File: config.mk
export PLATFORM = sky130hd
export DESIGN_NAME = sram_port_arbiter_flat
export DESIGN_NICKNAME = d
export VERILOG_FILES = /design/src/rtl/sram_port_arbiter_if.sv /design/src/rtl/sram_port_arbiter.sv /design/src/flat_wrapper.sv
export SDC_FILE = /design/constraint.sdc
export NUM_CORES = 1
export LEC_CHECK = 0
export CAP_MARGIN = 30
export CORE_UTILIZATION = 39
export DETAILED_ROUTE_END_ITERATION = 8
export PLACE_DENSITY = 0.82
export SYNTH_ARGS = -nofsm -noshare
export SYNTH_HDL_FRONTEND = slang
export SYNTH_SLANG_ARGS = --single-unit
File: constraint.sdc
create_clock -name clk -period 1.3 [get_ports clk]
set_input_delay 0.13 -clock clk [delete_from_list [all_inputs] [get_ports clk]]
set_output_delay 0.13 -clock clk [all_outputs]
set_load 0.005 [all_outputs]
File: src/rtl/sram_port_arbiter_if.sv
// Bundle of the fetch port, the data port and the SRAM port around sram_port_arbiter.
// master: the CPU side plus the SRAM model (drives requests and mem_rdata).
// slave:  the arbiter itself (drives handshakes, responses and the SRAM controls).
interface sram_port_arbiter_if #(
    parameter int AW = 32,
    parameter int DW = 32
);
    logic          inst_req;
    logic [AW-1:0] inst_addr;
    logic          inst_addr_ok;
    logic          inst_data_ok;
    logic [DW-1:0] inst_rdata;

    logic          data_req;
    logic          data_wr;
    logic [3:0]    data_wen;
    logic [AW-1:0] data_addr;
    logic [DW-1:0] data_wdata;
    logic          data_addr_ok;
    logic          data_data_ok;
    logic [DW-1:0] data_rdata;

    logic          mem_en;
    logic [3:0]    mem_wen;
    logic [AW-1:0] mem_addr;
    logic [DW-1:0] mem_wdata;
    logic [DW-1:0] mem_rdata;

    modport master (
        output inst_req, inst_addr,
        output data_req, data_wr, data_wen, data_addr, data_wdata,
        output mem_rdata,
        input  inst_addr_ok, inst_data_ok, inst_rdata,
        input  data_addr_ok, data_data_ok, data_rdata,
        input  mem_en, mem_wen, mem_addr, mem_wdata
    );

    modport slave (
        input  inst_req, inst_addr,
        input  data_req, data_wr, data_wen, data_addr, data_wdata,
        input  mem_rdata,
        output inst_addr_ok, inst_data_ok, inst_rdata,
        output data_addr_ok, data_data_ok, data_rdata,
        output mem_en, mem_wen, mem_addr, mem_wdata
    );
endinterface

File: src/rtl/sram_port_arbiter.sv
// Purpose: shares one synchronous single-port SRAM between the fetch port and the data port.
// Latency: addr_ok combinational in the grant cycle; data_ok registered, exactly one cycle later.
// Backpressure: the tie loser sees addr_ok low and holds its request; data wins ties unless
//   ARB_ROUND_ROBIN_EN is defined, in which case ties go to the port not granted most recently.
module sram_port_arbiter #(
    parameter int AW = 32,
    parameter int DW = 32
) (
    input logic                clk,
    input logic                rst,
    sram_port_arbiter_if.slave bus
);
    typedef enum logic [1:0] {
        OWN_NONE = 2'd0,
        OWN_INST = 2'd1,
        OWN_DATA = 2'd2
    } owner_t;

    owner_t        owner;
    owner_t        owner_nxt;
    logic          grant_inst;
    logic          grant_data;
    logic          store_grant;
    logic          resp_load;     // the access answered this cycle is a load
    logic [AW-1:0] addr_hold;     // last granted address, keeps mem_addr quiet when idle
    logic [DW-1:0] wdata_hold;    // last store data, keeps mem_wdata quiet otherwise
    logic [AW-1:0] mem_addr_c;
    logic [DW-1:0] mem_wdata_c;

`ifdef ARB_ROUND_ROBIN_EN
    localparam logic LG_INST = 1'b0;
    localparam logic LG_DATA = 1'b1;
    logic last_grant;
`endif

    // Pick this cycle's winner and the owner of next cycle's response; nothing wins in reset.
    always_comb begin
        grant_inst = 1'b0;
        grant_data = 1'b0;
        owner_nxt  = OWN_NONE;
        if (!rst) begin
`ifdef ARB_ROUND_ROBIN_EN
            if (bus.data_req && bus.inst_req) begin
                if (last_grant == LG_INST) begin
                    grant_data = 1'b1;
                end else begin
                    grant_inst = 1'b1;
                end
            end else begin
                grant_data = bus.data_req;
                grant_inst = bus.inst_req;
            end
`else
            // Data belongs to an older instruction, so it must never starve behind fetches.
            grant_data = bus.data_req;
            grant_inst = bus.inst_req && !bus.data_req;
`endif
        end
        if (grant_data) begin
            owner_nxt = OWN_DATA;
        end else if (grant_inst) begin
            owner_nxt = OWN_INST;
        end
    end

    // SRAM address/data mux: the winner drives, otherwise hold the previous values.
    always_comb begin
        store_grant = grant_data && bus.data_wr;
        mem_addr_c  = addr_hold;
        mem_wdata_c = wdata_hold;
        if (grant_data) begin
            mem_addr_c = bus.data_addr;
        end else if (grant_inst) begin
            mem_addr_c = bus.inst_addr;
        end
        if (store_grant) begin
            mem_wdata_c = bus.data_wdata;
        end
    end

    assign bus.inst_addr_ok = grant_inst;
    assign bus.data_addr_ok = grant_data;
    assign bus.mem_en       = grant_inst || grant_data;
    assign bus.mem_wen      = store_grant ? bus.data_wen : 4'b0000;
    assign bus.mem_addr     = mem_addr_c;
    assign bus.mem_wdata    = mem_wdata_c;

    // A response landing in a reset cycle is dropped, so data_ok is also masked by rst.
    assign bus.inst_data_ok = (owner == OWN_INST) && !rst;
    assign bus.data_data_ok = (owner == OWN_DATA) && !rst;
    assign bus.inst_rdata   = bus.inst_data_ok ? bus.mem_rdata : '0;
    assign bus.data_rdata   = (bus.data_data_ok && resp_load) ? bus.mem_rdata : '0;

    // Response-owner state register.
    always_ff @(posedge clk) begin
        if (rst) begin
            owner <= OWN_NONE;
        end else begin
            owner <= owner_nxt;
        end
    end

    // Remember the SRAM drive values and whether the in-flight data access is a load.
    always_ff @(posedge clk) begin
        if (rst) begin
            addr_hold  <= '0;
            wdata_hold <= '0;
            resp_load  <= 1'b0;
        end else begin
            addr_hold  <= mem_addr_c;
            wdata_hold <= mem_wdata_c;
            resp_load  <= grant_data && !bus.data_wr;
        end
    end

`ifdef ARB_ROUND_ROBIN_EN
    // Track the most recent winner; starts at INST so data takes the first tie after reset.
    always_ff @(posedge clk) begin
        if (rst) begin
            last_grant <= LG_INST;
        end else if (grant_data) begin
            last_grant <= LG_DATA;
        end else if (grant_inst) begin
            last_grant <= LG_INST;
        end
    end
`endif
endmodule
File: src/flat_wrapper.sv
// flat-port wrapper written by rule: the top's interface ports become plain ports
module sram_port_arbiter_flat 
#(
    parameter int AW = 32,
    parameter int DW = 32
)
  (clk, rst, bus_inst_req, bus_inst_addr, bus_data_req, bus_data_wr, bus_data_wen, bus_data_addr, bus_data_wdata, bus_mem_rdata, bus_inst_addr_ok, bus_inst_data_ok, bus_inst_rdata, bus_data_addr_ok, bus_data_data_ok, bus_data_rdata, bus_mem_en, bus_mem_wen, bus_mem_addr, bus_mem_wdata);
  sram_port_arbiter_if #(.AW(AW), .DW(DW)) bus_i ();
  input logic clk;
  input logic rst;
  input wire logic [$bits(bus_i.inst_req)-1:0] bus_inst_req;
  input wire logic [$bits(bus_i.inst_addr)-1:0] bus_inst_addr;
  input wire logic [$bits(bus_i.data_req)-1:0] bus_data_req;
  input wire logic [$bits(bus_i.data_wr)-1:0] bus_data_wr;
  input wire logic [$bits(bus_i.data_wen)-1:0] bus_data_wen;
  input wire logic [$bits(bus_i.data_addr)-1:0] bus_data_addr;
  input wire logic [$bits(bus_i.data_wdata)-1:0] bus_data_wdata;
  input wire logic [$bits(bus_i.mem_rdata)-1:0] bus_mem_rdata;
  output wire logic [$bits(bus_i.inst_addr_ok)-1:0] bus_inst_addr_ok;
  output wire logic [$bits(bus_i.inst_data_ok)-1:0] bus_inst_data_ok;
  output wire logic [$bits(bus_i.inst_rdata)-1:0] bus_inst_rdata;
  output wire logic [$bits(bus_i.data_addr_ok)-1:0] bus_data_addr_ok;
  output wire logic [$bits(bus_i.data_data_ok)-1:0] bus_data_data_ok;
  output wire logic [$bits(bus_i.data_rdata)-1:0] bus_data_rdata;
  output wire logic [$bits(bus_i.mem_en)-1:0] bus_mem_en;
  output wire logic [$bits(bus_i.mem_wen)-1:0] bus_mem_wen;
  output wire logic [$bits(bus_i.mem_addr)-1:0] bus_mem_addr;
  output wire logic [$bits(bus_i.mem_wdata)-1:0] bus_mem_wdata;
  assign bus_i.inst_req = bus_inst_req;
  assign bus_i.inst_addr = bus_inst_addr;
  assign bus_i.data_req = bus_data_req;
  assign bus_i.data_wr = bus_data_wr;
  assign bus_i.data_wen = bus_data_wen;
  assign bus_i.data_addr = bus_data_addr;
  assign bus_i.data_wdata = bus_data_wdata;
  assign bus_i.mem_rdata = bus_mem_rdata;
  assign bus_inst_addr_ok = bus_i.inst_addr_ok;
  assign bus_inst_data_ok = bus_i.inst_data_ok;
  assign bus_inst_rdata = bus_i.inst_rdata;
  assign bus_data_addr_ok = bus_i.data_addr_ok;
  assign bus_data_data_ok = bus_i.data_data_ok;
  assign bus_data_rdata = bus_i.data_rdata;
  assign bus_mem_en = bus_i.mem_en;
  assign bus_mem_wen = bus_i.mem_wen;
  assign bus_mem_addr = bus_i.mem_addr;
  assign bus_mem_wdata = bus_i.mem_wdata;
  sram_port_arbiter #(.AW(AW), .DW(DW)) u_core (.clk(clk), .rst(rst), .bus(bus_i));
endmodule
### Word-level counts from Yosys, hierarchy flattened

Index checks and enable logic that the tools add are counted.

| operators by class | value |
|---|---|
| eq/ne operators | 2 |
| multiplexer cells | 10 |
| reductions and logical operators | 11 |

Operators by type and width:

| kind | number |
|---|---|
| 2-to-1 mux 32 bit | 5 |
| logical AND 1 bit | 6 |
| 2-to-1 mux 4 bit | 1 |
| logical NOT 1 bit | 3 |
| 2-to-1 mux 1 bit | 3 |
| equality test 2 x 1 -> 1 bit, second input constant | 1 |
| equality test 2 bit, second input constant | 1 |
| 2-to-1 mux 2 bit | 1 |
| OR reduction 2 bit | 1 |
| logical OR 1 bit | 1 |

| word-level totals | value |
|---|---|
| flip-flop bits (word level) | 67 |
| output and inout port bits | 137 |
| input port bits | 137 |

### Depth between registers and ports, before layout

| logic depth | value |
|---|---|
| depth after elaboration | 5 |
| mapped depth | 5 |
| gate-level depth less buffers | 2 |

### Worst setup path before layout

No wires, ideal clock.

| timing path | value |
|---|---|
| kind | input -> output |
| start point | in bus_data_req |
| end point | out bus_mem_addr[10] |
| stages on the path | 5 |
| slack | 0.206 ns |
| required time | 1.170 ns |
| data arrival time | 0.964 ns |
| path buffers | 3 |
| path through | buf_6 > nor2b_4 > buf_6 > buf_6 > a221o_1 |

| on the way | value |
|---|---|
| cells in the longest elaborated chain, start to end | 5 |
| elaborated cells on any way between the ends | 6 |
| classes of those cells | 4 x mux; 2 x reduce/logical |

Ends and longest elaborated chain:

| what | line | RTL |
|---|---|---|
| start: declaration | flat_wrapper.sv:13 | `input wire logic [$bits(bus_i.data_req)-1:0] bus_data_req;` |
| logical NOT 1 bit | sram_port_arbiter.sv:56 | `grant_inst = bus.inst_req && !bus.data_req;` |
| logical AND 1 bit | sram_port_arbiter.sv:56 |  |
| 2-to-1 mux 1 bit | sram_port_arbiter.sv:41 | `if (!rst) begin` |
| 2-to-1 mux 32 bit | sram_port_arbiter.sv:73 | `end else if (grant_inst) begin` |
| 2-to-1 mux 32 bit * | sram_port_arbiter.sv:71 | `if (grant_data) begin` |
| end: declaration | flat_wrapper.sv:27 | `output wire logic [$bits(bus_i.mem_addr)-1:0] bus_mem_addr;` |

Mark *: on every way between the ends. The rest lies on a longest branch, timed or not.

### Worst setup path after layout

| timing path | value |
|---|---|
| start point | reg u_core.owner[1] |
| end point | out bus_inst_rdata[17] |

| on the way | value |
|---|---|
| cells in the longest elaborated chain, start to end | 3 |

Ends and longest elaborated chain:

| what | line | RTL |
|---|---|---|
| start: declaration | sram_port_arbiter.sv:19 | `owner_t owner;` |
| start signal: assignment | sram_port_arbiter.sv:99 | `owner <= owner_nxt;` |
| equality test 2 x 1 -> 1 bit | sram_port_arbiter.sv:89 | `assign bus.inst_data_ok = (owner == OWN_INST) && !rst;` |
| logical AND 1 bit | sram_port_arbiter.sv:89 |  |
| 2-to-1 mux 32 bit | sram_port_arbiter.sv:91 | `assign bus.inst_rdata = bus.inst_data_ok ? bus.mem_rdata : '0;` |
| end: declaration | flat_wrapper.sv:21 | `output wire logic [$bits(bus_i.inst_rdata)-1:0] bus_inst_rdata;` |

No other way between the ends.

==> run metrics <==
pwr dens 744 nW/um^2; via count between 5000 and 6000; register bit total from synthesis between 60 and 70; simple-gate share of the synthesized area between 20% and 30%; CTS Sinks between 60 and 70; most common cell after layout, fill and taps aside clkdlybuf4s50_1; Worst EP arrival 1.43 ns; DIE WIDTH between 100 and 150 um; H-tree level count 3; xor-xnor portion of the synthesized cell area 0%; TritonRoute pass-1 iters 5; ys async rst share 0%; NumNets Final just under 1000; commonest cells after routing, fill and taps aside clkdlybuf4s50_1 (117), buf_2 (104), buf_4 (60), dfxtp_1 (60); IO Count 274; P_leak 0.00402 uW; Ant. Diodes 0; Synth Net Count 670; CTS tree yes; Non-Filler Instances 1027; Post-Synth Adder-Cell Area 0%; WL met2 around 10000 um; Worst Setup Path Type reg -> out; Worst slew margin 57.9%; initial antenna violation count 0; clock root buffer clkbuf_16; largest net degree at the start of global routing 66; global-route usage over all layers between 20% and 30%; # setup viols final 81; fin crit share 120%; DP Cell Count between 900 and 1000; type of origin of the critical path flip-flop; clock buffer count from CTS 9; Worst Path Required around 1.2 ns; GRT Residual Overflow 0; worst slew pin tran between 0.6 and 0.7 ns; Switch Pwr about 1900 uW; Die H around 110 um; Initial Utilization 40.1%; core area between 10000 and 15000 sq um; Yosys cell types 26; Vias/cell 5.53; # port buffers 273; register area share after synthesis between 20 and 30%; DRC viols 0; Int Power ~4800 uW; Post-synth top flop dfxtp_1; clk_lat worst skew around 0.33 ns; full die area 12800 sq um; Yosys warnings 0; drt total wl roughly 20000 um; setup TNS -10.50 ns; Longest Clk Path Bufs 2; Sequential Power Share 33.7%; peak supply drop around 480 uV; CTS Hold Bufs 0; Fin. Hold Viols 0; Power, Total 6690 uW; failing checks negative setup slack; skew final 0 ns; Clock Power Share ~33%; WL/cell 19.6 um; vias in the first global route roughly 5700; Tmin final roughly 1.6 ns; final slew viol count 0; reg2reg path depth 2; sw frac about 29%; syn avg cell area around 9 sq um; status finished, violations left; fillcell total 797; DR iter-0 viols around 390; Combinational Power Share between 30% and 40%; Std-Cell Rows 40; cells after synthesis roughly 530; metal1 wirelength about 8000 um; WHS Endpoint u_core.addr_hold[25]; Antenna Nets Post-Route 0; DR top layer met4; hold path startpoint bus_inst_addr[25]; Syn Std Cell Area a little under 5000 sq um; r2r setup slk roughly 0.5 ns; worst hold-check path type in -> reg; compound-cell area share of the yosys netlist a little over a fifth; RSZ-0062 raised after global routing yes; dpl hpwl 12100 um; clk slew on worst S/H paths 0.06 ns; Worst Path Max Fanout 8; EDFF count, synth 0; post-route worst setup slack -0.264 ns; largest family of logic cells by synthesized area simple AND/OR/NAND/NOR gates; Layout area overhead 86.1%; first-pass GRT wire length between 20000 and 30000 um; placer congestion estimate a little under 0.8; Max Clk Rate approximately 640 MHz; Reg2Reg Launch Point u_core.wdata_hold[5]; post-synthesis mux area share roughly 16%; Crit. End Element primary output; reg2reg end u_core.wdata_hold[5]; Max Cap Violations 0; met3 wire len around 1400 um; layout cells sized above 1 47.0%; Hold Crit Depth 3
==> synthesized netlist by cell type (4+ instances only) <==
master,count,share of area [%]
a221o_1,32,6.6
clkbuf_1,19,1.5
buf_2,27,2.8
mux2i_1,32,6.6
mux2_4,30,9.3
and3_1,4,0.52
nor2b_1,33,4.3
buf_6,12,2.8
nand3_1,32,3.3
a211oi_1,32,5.0
nor4bb_1,30,6.2
a21oi_1,32,3.3
dfxtp_1,67,28
nand2b_1,33,4.3
nor2_1,65,5.0
a21bo_2,32,6.6
buf_4,7,1.1
==> state kept, by name, summed over array words and instances (netlist names) <==
signal / cells
u_core.addr_hold: 32
u_core.owner: 2
u_core.resp_load: 1
u_core.wdata_hold: 32
==> timing repair <==
item	in CTS	in global routing
cloned	11	5
gates resized for setup	622	107
setup buffers	19	11
pin swaps	14	43
endpoints found under the setup margin	137	119
==> logic make-up after synthesis <==
kind of cell           count (synthesis)
AOI/OAI and AO/OA                    129
buffers and inverters                 67
DFF                                   67
muxes                                 64
and+or+nand+nor                      206
==> routing by layer <==
metal | up-vias | global-route usage [%]
met3 | 54 | 6.75
met2 | 274 | 50.8
met5 | - | 0
li1 | 2605 | -
met4 | 0 | 13.2
met1 | 2746 | 33.0
==> through the flow <==
step                instance area, sq um  worst slack [ns]  utilization (%)  hold slack (ns)
floorplan                           4830             0.206                -            0.277
global placement                    7960            -0.354             66.0            0.533
detailed placement                  7960            -0.410             66.0            0.542
CTS                                 8510            -0.203             70.6            0.181
global route                        8990            -0.302             74.6            0.205
finish                              8990            -0.264             74.6            0.191
==> critical path: stages, from the launching register on <==
cell and delay (ns):
dfxtp_2 0.32, nand2b_4 0.23, clkbuf_16 0.23, nor2_1 0.18, buf_2 0.15
==> cell type report <==
cell class	count	area, sq um	share of cell area [%]
multi-input combinational	399	3600	40.1
timing repair buffer	376	3550	39.5
sequential	67	1350	15.0
clock buffer	9	225	2.50
tap	168	210	2.34
clock inverter	6	42.5	0.473
inverter	2	7.51	0.0835
==> power by group through the flow <==
stage	sequential, uW	combinational [uW]	clock, uW
2_1_floorplan	2270	874	0
3_3_place_gp	2280	1900	0
3_5_place_dp	2290	1950	0
4_1_cts	2250	2040	2260
5_1_grt	2260	2320	2380
6_report	2260	2210	2230
==> worst max-delay path by stage <==
stage / startpoint / end / slack [ns] / cells past startpoint
detailed placement: bus_inst_req / bus_mem_addr[20] / -0.41 / 5
finish: u_core.owner[1] / bus_inst_rdata[17] / -0.26 / 4
floorplan: bus_data_req / bus_mem_addr[10] / 0.21 / 5
global placement: rst / bus_mem_addr[11] / -0.35 / 6
global route: u_core.owner[0] / bus_data_rdata[25] / -0.30 / 5
CTS: u_core.owner[0] / bus_data_rdata[31] / -0.20 / 5
(Power assumes the default switching activity.)
